[config.mk]
export PLATFORM = sky130hd
export DESIGN_NAME = mc_ctrl
export DESIGN_NICKNAME = d
export VERILOG_FILES = /design/src/rtl/mc_ctrl.sv
export SDC_FILE = /design/constraint.sdc
export NUM_CORES = 1
export LEC_CHECK = 0
export CAP_MARGIN = 30
export CORE_ASPECT_RATIO = 0.75
export CORE_MARGIN = 5
export CORE_UTILIZATION = 52
export DETAILED_ROUTE_END_ITERATION = 10
export PLACE_DENSITY = 0.83
export SLEW_MARGIN = 20
export SYNTH_ARGS = -nofsm -noshare
export SYNTH_HDL_FRONTEND = slang
export SYNTH_SLANG_ARGS = --single-unit
export TNS_END_PERCENT = 1
[constraint.sdc]
create_clock -name clk -period 3.7 [get_ports clk]
set_clock_uncertainty 0.05 [all_clocks]
set_input_delay 0.555 -clock clk [delete_from_list [all_inputs] [get_ports clk]]
set_output_delay 0.555 -clock clk [all_outputs]
set_load 0.05 [all_outputs]
[src/rtl/mc_ctrl.sv]
// Multicycle MIPS control FSM: sequences FETCH/DECODE/EXEC/MEM/WB, waits on imem/dmem ready,
// aborts stalled data accesses after WAIT_MAX waits and counts retired instructions.
module mc_ctrl #(
  parameter int WAIT_MAX = 15,
  parameter int CNT_W    = 32
) (
  input  logic             clk,
  input  logic             reset,
  input  logic [5:0]       opcode,
  input  logic [5:0]       funct,
  input  logic             zero,
  input  logic             imem_ready,
  input  logic             dmem_ready,
  output logic             PCWr,
  output logic             IRWr,
  output logic             RegWr,
  output logic             MemWr,
  output logic             MemRd,
  output logic [1:0]       EXTOp,
  output logic [1:0]       ALUOp,
  output logic             ALUSrc,
  output logic [1:0]       NPCOp,
  output logic [1:0]       RegDst,
  output logic [1:0]       WDSel,
  output logic [2:0]       state,
  output logic             illegal,
  output logic             mem_err,
  output logic             retired,
  output logic [CNT_W-1:0] instr_cnt
);
  localparam int              WC_W   = $clog2(WAIT_MAX + 1);
  localparam logic [WC_W-1:0] WC_MAX = WC_W'(WAIT_MAX);

  typedef enum logic [2:0] {
    S_FETCH  = 3'd0,
    S_DECODE = 3'd1,
    S_EXEC   = 3'd2,
    S_MEM    = 3'd3,
    S_WB     = 3'd4
  } state_t;

  typedef enum logic [3:0] {
    C_ILL, C_ADDU, C_SUBU, C_JR, C_ORI, C_LW, C_SW, C_BEQ, C_LUI, C_J, C_JAL
  } cls_t;

  state_t           r_state;
  cls_t             r_cls;
  logic [WC_W-1:0]  r_wcnt;
  logic [CNT_W-1:0] r_cnt;
  cls_t             w_dec;

  // The all-zero IR (sll $0,$0,0) is folded into addu so it behaves as a nop.
  always_comb begin
    w_dec = C_ILL;
    case (opcode)
      6'h00: begin
        case (funct)
          6'h21, 6'h00: w_dec = C_ADDU;
          6'h23:        w_dec = C_SUBU;
          6'h08:        w_dec = C_JR;
          default:      w_dec = C_ILL;
        endcase
      end
      6'h0D:   w_dec = C_ORI;
      6'h23:   w_dec = C_LW;
      6'h2B:   w_dec = C_SW;
      6'h04:   w_dec = C_BEQ;
      6'h0F:   w_dec = C_LUI;
      6'h02:   w_dec = C_J;
      6'h03:   w_dec = C_JAL;
      default: w_dec = C_ILL;
    endcase
  end

  always_ff @(posedge clk) begin
    if (!reset) begin
      r_state <= S_FETCH;
      r_cls   <= C_ILL;
      r_wcnt  <= '0;
      r_cnt   <= '0;
    end else begin
      if (retired) r_cnt <= r_cnt + CNT_W'(1);
      case (r_state)
        S_FETCH: if (imem_ready) r_state <= S_DECODE;
        S_DECODE: begin
          r_cls   <= w_dec;
          r_state <= (w_dec inside {C_J, C_JAL, C_ILL}) ? S_FETCH : S_EXEC;
        end
        S_EXEC: begin
          case (r_cls)
            C_LW, C_SW:   r_state <= S_MEM;
            C_BEQ, C_JR:  r_state <= S_FETCH;
            default:      r_state <= S_WB;
          endcase
        end
        S_MEM: begin
          // ready takes priority over a timeout landing in the same cycle
          if (dmem_ready) begin
            r_wcnt  <= '0;
            r_state <= (r_cls == C_LW) ? S_WB : S_FETCH;
          end else if (r_wcnt == WC_MAX) begin
            r_wcnt  <= '0;
            r_state <= S_FETCH;
          end else begin
            r_wcnt  <= r_wcnt + WC_W'(1);
          end
        end
        S_WB:    r_state <= S_FETCH;
        default: r_state <= S_FETCH;
      endcase
    end
  end

  // The strobe stays up through the timeout cycle; mem_err marks that last cycle.
  always_comb begin
    PCWr = 1'b0; IRWr = 1'b0; RegWr = 1'b0; MemWr = 1'b0; MemRd = 1'b0;
    EXTOp = 2'b00; ALUOp = 2'b00; ALUSrc = 1'b0; NPCOp = 2'b00; RegDst = 2'b00; WDSel = 2'b00;
    illegal = 1'b0; mem_err = 1'b0; retired = 1'b0;
    case (r_state)
      S_FETCH: begin
        IRWr = imem_ready;
        PCWr = imem_ready;
      end
      S_DECODE: begin
        case (w_dec)
          C_J:   begin PCWr = 1'b1; NPCOp = 2'b10; retired = 1'b1; end
          C_JAL: begin
            PCWr = 1'b1; NPCOp = 2'b10; RegWr = 1'b1; RegDst = 2'b10; WDSel = 2'b10;
            retired = 1'b1;
          end
          C_ILL:   illegal = 1'b1;
          default: ;
        endcase
      end
      S_EXEC: begin
        case (r_cls)
          C_SUBU:     ALUOp = 2'b01;
          C_ORI:      begin ALUSrc = 1'b1; ALUOp = 2'b10; end
          C_LUI:      begin ALUSrc = 1'b1; EXTOp = 2'b10; end
          C_LW, C_SW: begin ALUSrc = 1'b1; EXTOp = 2'b01; end
          C_BEQ: begin
            ALUOp = 2'b01; EXTOp = 2'b01; NPCOp = 2'b01; PCWr = zero; retired = 1'b1;
          end
          C_JR:    begin NPCOp = 2'b11; PCWr = 1'b1; retired = 1'b1; end
          default: ;
        endcase
      end
      S_MEM: begin
        MemRd   = (r_cls == C_LW);
        MemWr   = (r_cls == C_SW);
        retired = dmem_ready && (r_cls == C_SW);
        mem_err = !dmem_ready && (r_wcnt == WC_MAX);
      end
      S_WB: begin
        RegWr   = 1'b1;
        RegDst  = (r_cls inside {C_ADDU, C_SUBU}) ? 2'b01 : 2'b00;
        WDSel   = (r_cls == C_LW) ? 2'b01 : 2'b00;
        retired = 1'b1;
      end
      default: ;
    endcase
    if (!reset) begin
      PCWr = 1'b0; IRWr = 1'b0; RegWr = 1'b0; MemWr = 1'b0; MemRd = 1'b0;
      EXTOp = 2'b00; ALUOp = 2'b00; ALUSrc = 1'b0; NPCOp = 2'b00; RegDst = 2'b00; WDSel = 2'b00;
      illegal = 1'b0; mem_err = 1'b0; retired = 1'b0;
    end
  end

  assign state     = r_state;
  assign instr_cnt = r_cnt;

endmodule

==> results.sh <==
export IMPL_final_max_slew_violation_count=0
export IMPL_via_per_inst=6.06
export IMPL_worst_slew_pin_transition_ns=0.942
export IMPL_synth_seq_cells=43
export IMPL_tritoncts="built"
export IMPL_clockBufferDepth=2
export IMPL_ctsHoldBuffers=0
export IMPL_leakagePower_nw=1.12
export IMPL_gp_congestion=0.905
export IMPL_worstPathRequired_ns=3.09
export IMPL_track_usage_pct=20.5
export IMPL_drtIter0Drc=201
export IMPL_layout_drive_gt1_share_pct=12.2
export IMPL_critical_path_class="in2out"
export IMPL_die_area_mm2=0.00637
export IMPL_core_area_mm2=0.00479
export IMPL_maxCapViolations=0
export IMPL_grt_antenna_before_repair=0
export IMPL_grt_overflow=0
export IMPL_cts_sinks=43
export IMPL_rsz0062_at_grt="false"
export IMPL_max_freq_ghz=0.314
export IMPL_synth_edf_count=0
export IMPL_ys_seq_area_share_pct=34.1
export IMPL_timing_setup_tns_ns=0
export IMPL_post_cts_buffers=0
export IMPL_grt_max_degree=22
export IMPL_busiest_layer="met2"
export IMPL_wl_per_cell_um=15.4
export IMPL_clk_pin_slew_worst_paths_ns=0.07
export IMPL_setup_viol=0
export IMPL_clockRootBuffer="clkbuf_8"
export IMPL_cts_buffers=5
export IMPL_drt_pass1_iter_count=4
export IMPL_irDropWorstVdd_mv=0.180
export IMPL_area_growth_pct=37.9
export IMPL_dpl_cell_area_mm2=0.00338
export IMPL_fin_util_pct=72.8
export IMPL_grt_pass1_wl_um=11100
export IMPL_hold_path_class="reg2reg"
export IMPL_hold_viol=0
export IMPL_grt_util_met3_pct=4.41
export IMPL_start_util_pct=52.7
export IMPL_pwr_density_cell_mw_per_mm2=254
export IMPL_dp_hpwl_um=5090
export IMPL_finalCritPeriodShare_pct=86.0
export IMPL_fin_total_pwr_w=0.000887
export IMPL_synth_distinct_cells=47
export IMPL_drc=0
export IMPL_io_pins=71
export IMPL_fin_area_mm2=0.00348
export IMPL_startpoint_type="primary input"
export IMPL_cp_data_arrival_time_ns=2.58
export IMPL_synth_area_mm2=0.00253
export IMPL_hold_slack_ns=0.437
export IMPL_routed_wl_um=6830
export IMPL_grt_pass1_vias=2359
export IMPL_final_cell_mix="clkdlybuf4s50_1, dfxtp_1, a21oi_1, nor2_1"
export IMPL_fin_crit_ns=3.18
export IMPL_synth_cells=322
export IMPL_port_buffer_count=70
export IMPL_syn_nets=341
export IMPL_ys_flop_type="dfxtp_1"
export IMPL_ant_nets=0
export IMPL_cts_max_level=2
export IMPL_worstPathMaxFanout=6
export IMPL_nNetsFinal=403
export IMPL_yosys_warnings=0
export IMPL_vias=2698
export IMPL_use_met1_pct=29.2
export IMPL_slew_headroom_pct=37.1
export IMPL_final_common_cell="clkdlybuf4s50_1"
export IMPL_num_rows=22
export IMPL_cts_resized_gates=0
export IMPL_n_antenna_cell=0
export IMPL_die_h_um=70.4
export IMPL_status="finished clean"
export IMPL_synth_area_per_cell_um2=7.85
export IMPL_endpoint_kind="output pin"
export IMPL_grt_use_met2_pct=31.7
export IMPL_die_w_um=90.5
export IMPL_async_flop_share_pct=0
export IMPL_insertion_delay_ns=0.29
path summary, 6_finish.rpt:
| kind | from | end | slack [ns] | depth (start not counted) |
|---|---|---|---|---|
| setup / recovery | opcode[1] | PCWr | 0.52 | 7 |
| hold / removal | r_wcnt[3] | r_wcnt[3] | 0.44 | 2 |
| setup reg to reg | state[0] | instr_cnt[15] | 0.84 | 6 |
| hold reg to reg | r_wcnt[3] | r_wcnt[3] | 0.44 | 2 |
flip-flops by register name, indices dropped and copies added, names as in the netlist:
name	cells
instr_cnt	32
r_wcnt	4
r_cls	4
state	3
layer usage:
metal | share of wire, % | wire (um) | up-vias
met1 | 47 | 3230 | 1282
met4 | 1.1 | 73 | 0
met3 | 5.2 | 355 | 9
met5 | 0 | 0 | -
met2 | 46 | 3170 | 73
li1 | - | - | 1334
logic make-up (layout without fill, tap and decap cells):
logic type,count (synthesis),after routing,share of synthesized area [%]
buffers and inverters,36,99,6.14
and+or+nand+nor,140,140,32.5
xor gates and xnor gates,7,7,2.43
DFF,43,43,34.1
muxes,3,3,1.19
adders and majority gates,2,2,0.990
AOI/OAI and AO/OA,91,91,22.7
through the flow:
step / worst slack, ns / instances
2_1_floorplan: 0.225 / 322
3_3_place_gp: 0.456 / 436
3_5_place_dp: 0.362 / 437
4_1_cts: 0.509 / 445
5_1_grt: 0.387 / 445
6_report: 0.516 / 445
area by class of cell:
class	count	area, um^2
clock buffers	8	100
fillers	376	1310
inverters	13	48.8
multi-input cells	243	1520
flip-flops and latches	43	861
well taps	60	75.1
repair buffers	78	878
critical path, cell delays in order:
cell             delay, ns
clkdlybuf4s50_1       0.55
or4b_4                0.52
nand2b_1              0.23
o21ai_0               0.15
o21ai_0               0.09
nor3_1                0.29
buf_12                0.19
Yosys cell counts, drive strengths merged (2+ instances only):
cell | instances | share of area (%)
dfxtp | 43 | 34
a21oi | 36 | 7.1
nor2 | 23 | 3.4
nand2 | 22 | 3.3
o21ai | 22 | 4.4
o31ai | 19 | 5.6
or4 | 19 | 5.6
clkbuf | 17 | 2.5
or3 | 14 | 3.5
inv | 13 | 1.9
nand3 | 10 | 2.0
nor3 | 9 | 1.8
buf | 6 | 1.7
nand4 | 6 | 1.5
nor4 | 6 | 1.5
nand3b | 5 | 1.5
and3 | 4 | 0.99
nand2b | 4 | 0.99
o32ai | 4 | 2.1
or4b | 4 | 1.7
xor2 | 4 | 1.4
mux2i | 3 | 1.2
nor2b | 3 | 0.74
xnor2 | 3 | 1.0
a31oi | 2 | 0.50
and2 | 2 | 0.50
ha | 2 | 0.99
nor3b | 2 | 1.2
or2 | 2 | 0.50
or3b | 2 | 0.69
power breakdown:
group	switching [W]	internal [W]
logic	0.0000486	0.0000412
clock network	0.000153	0.000170
registers	0.00000816	0.000465
(Power assumes the default switching activity.)
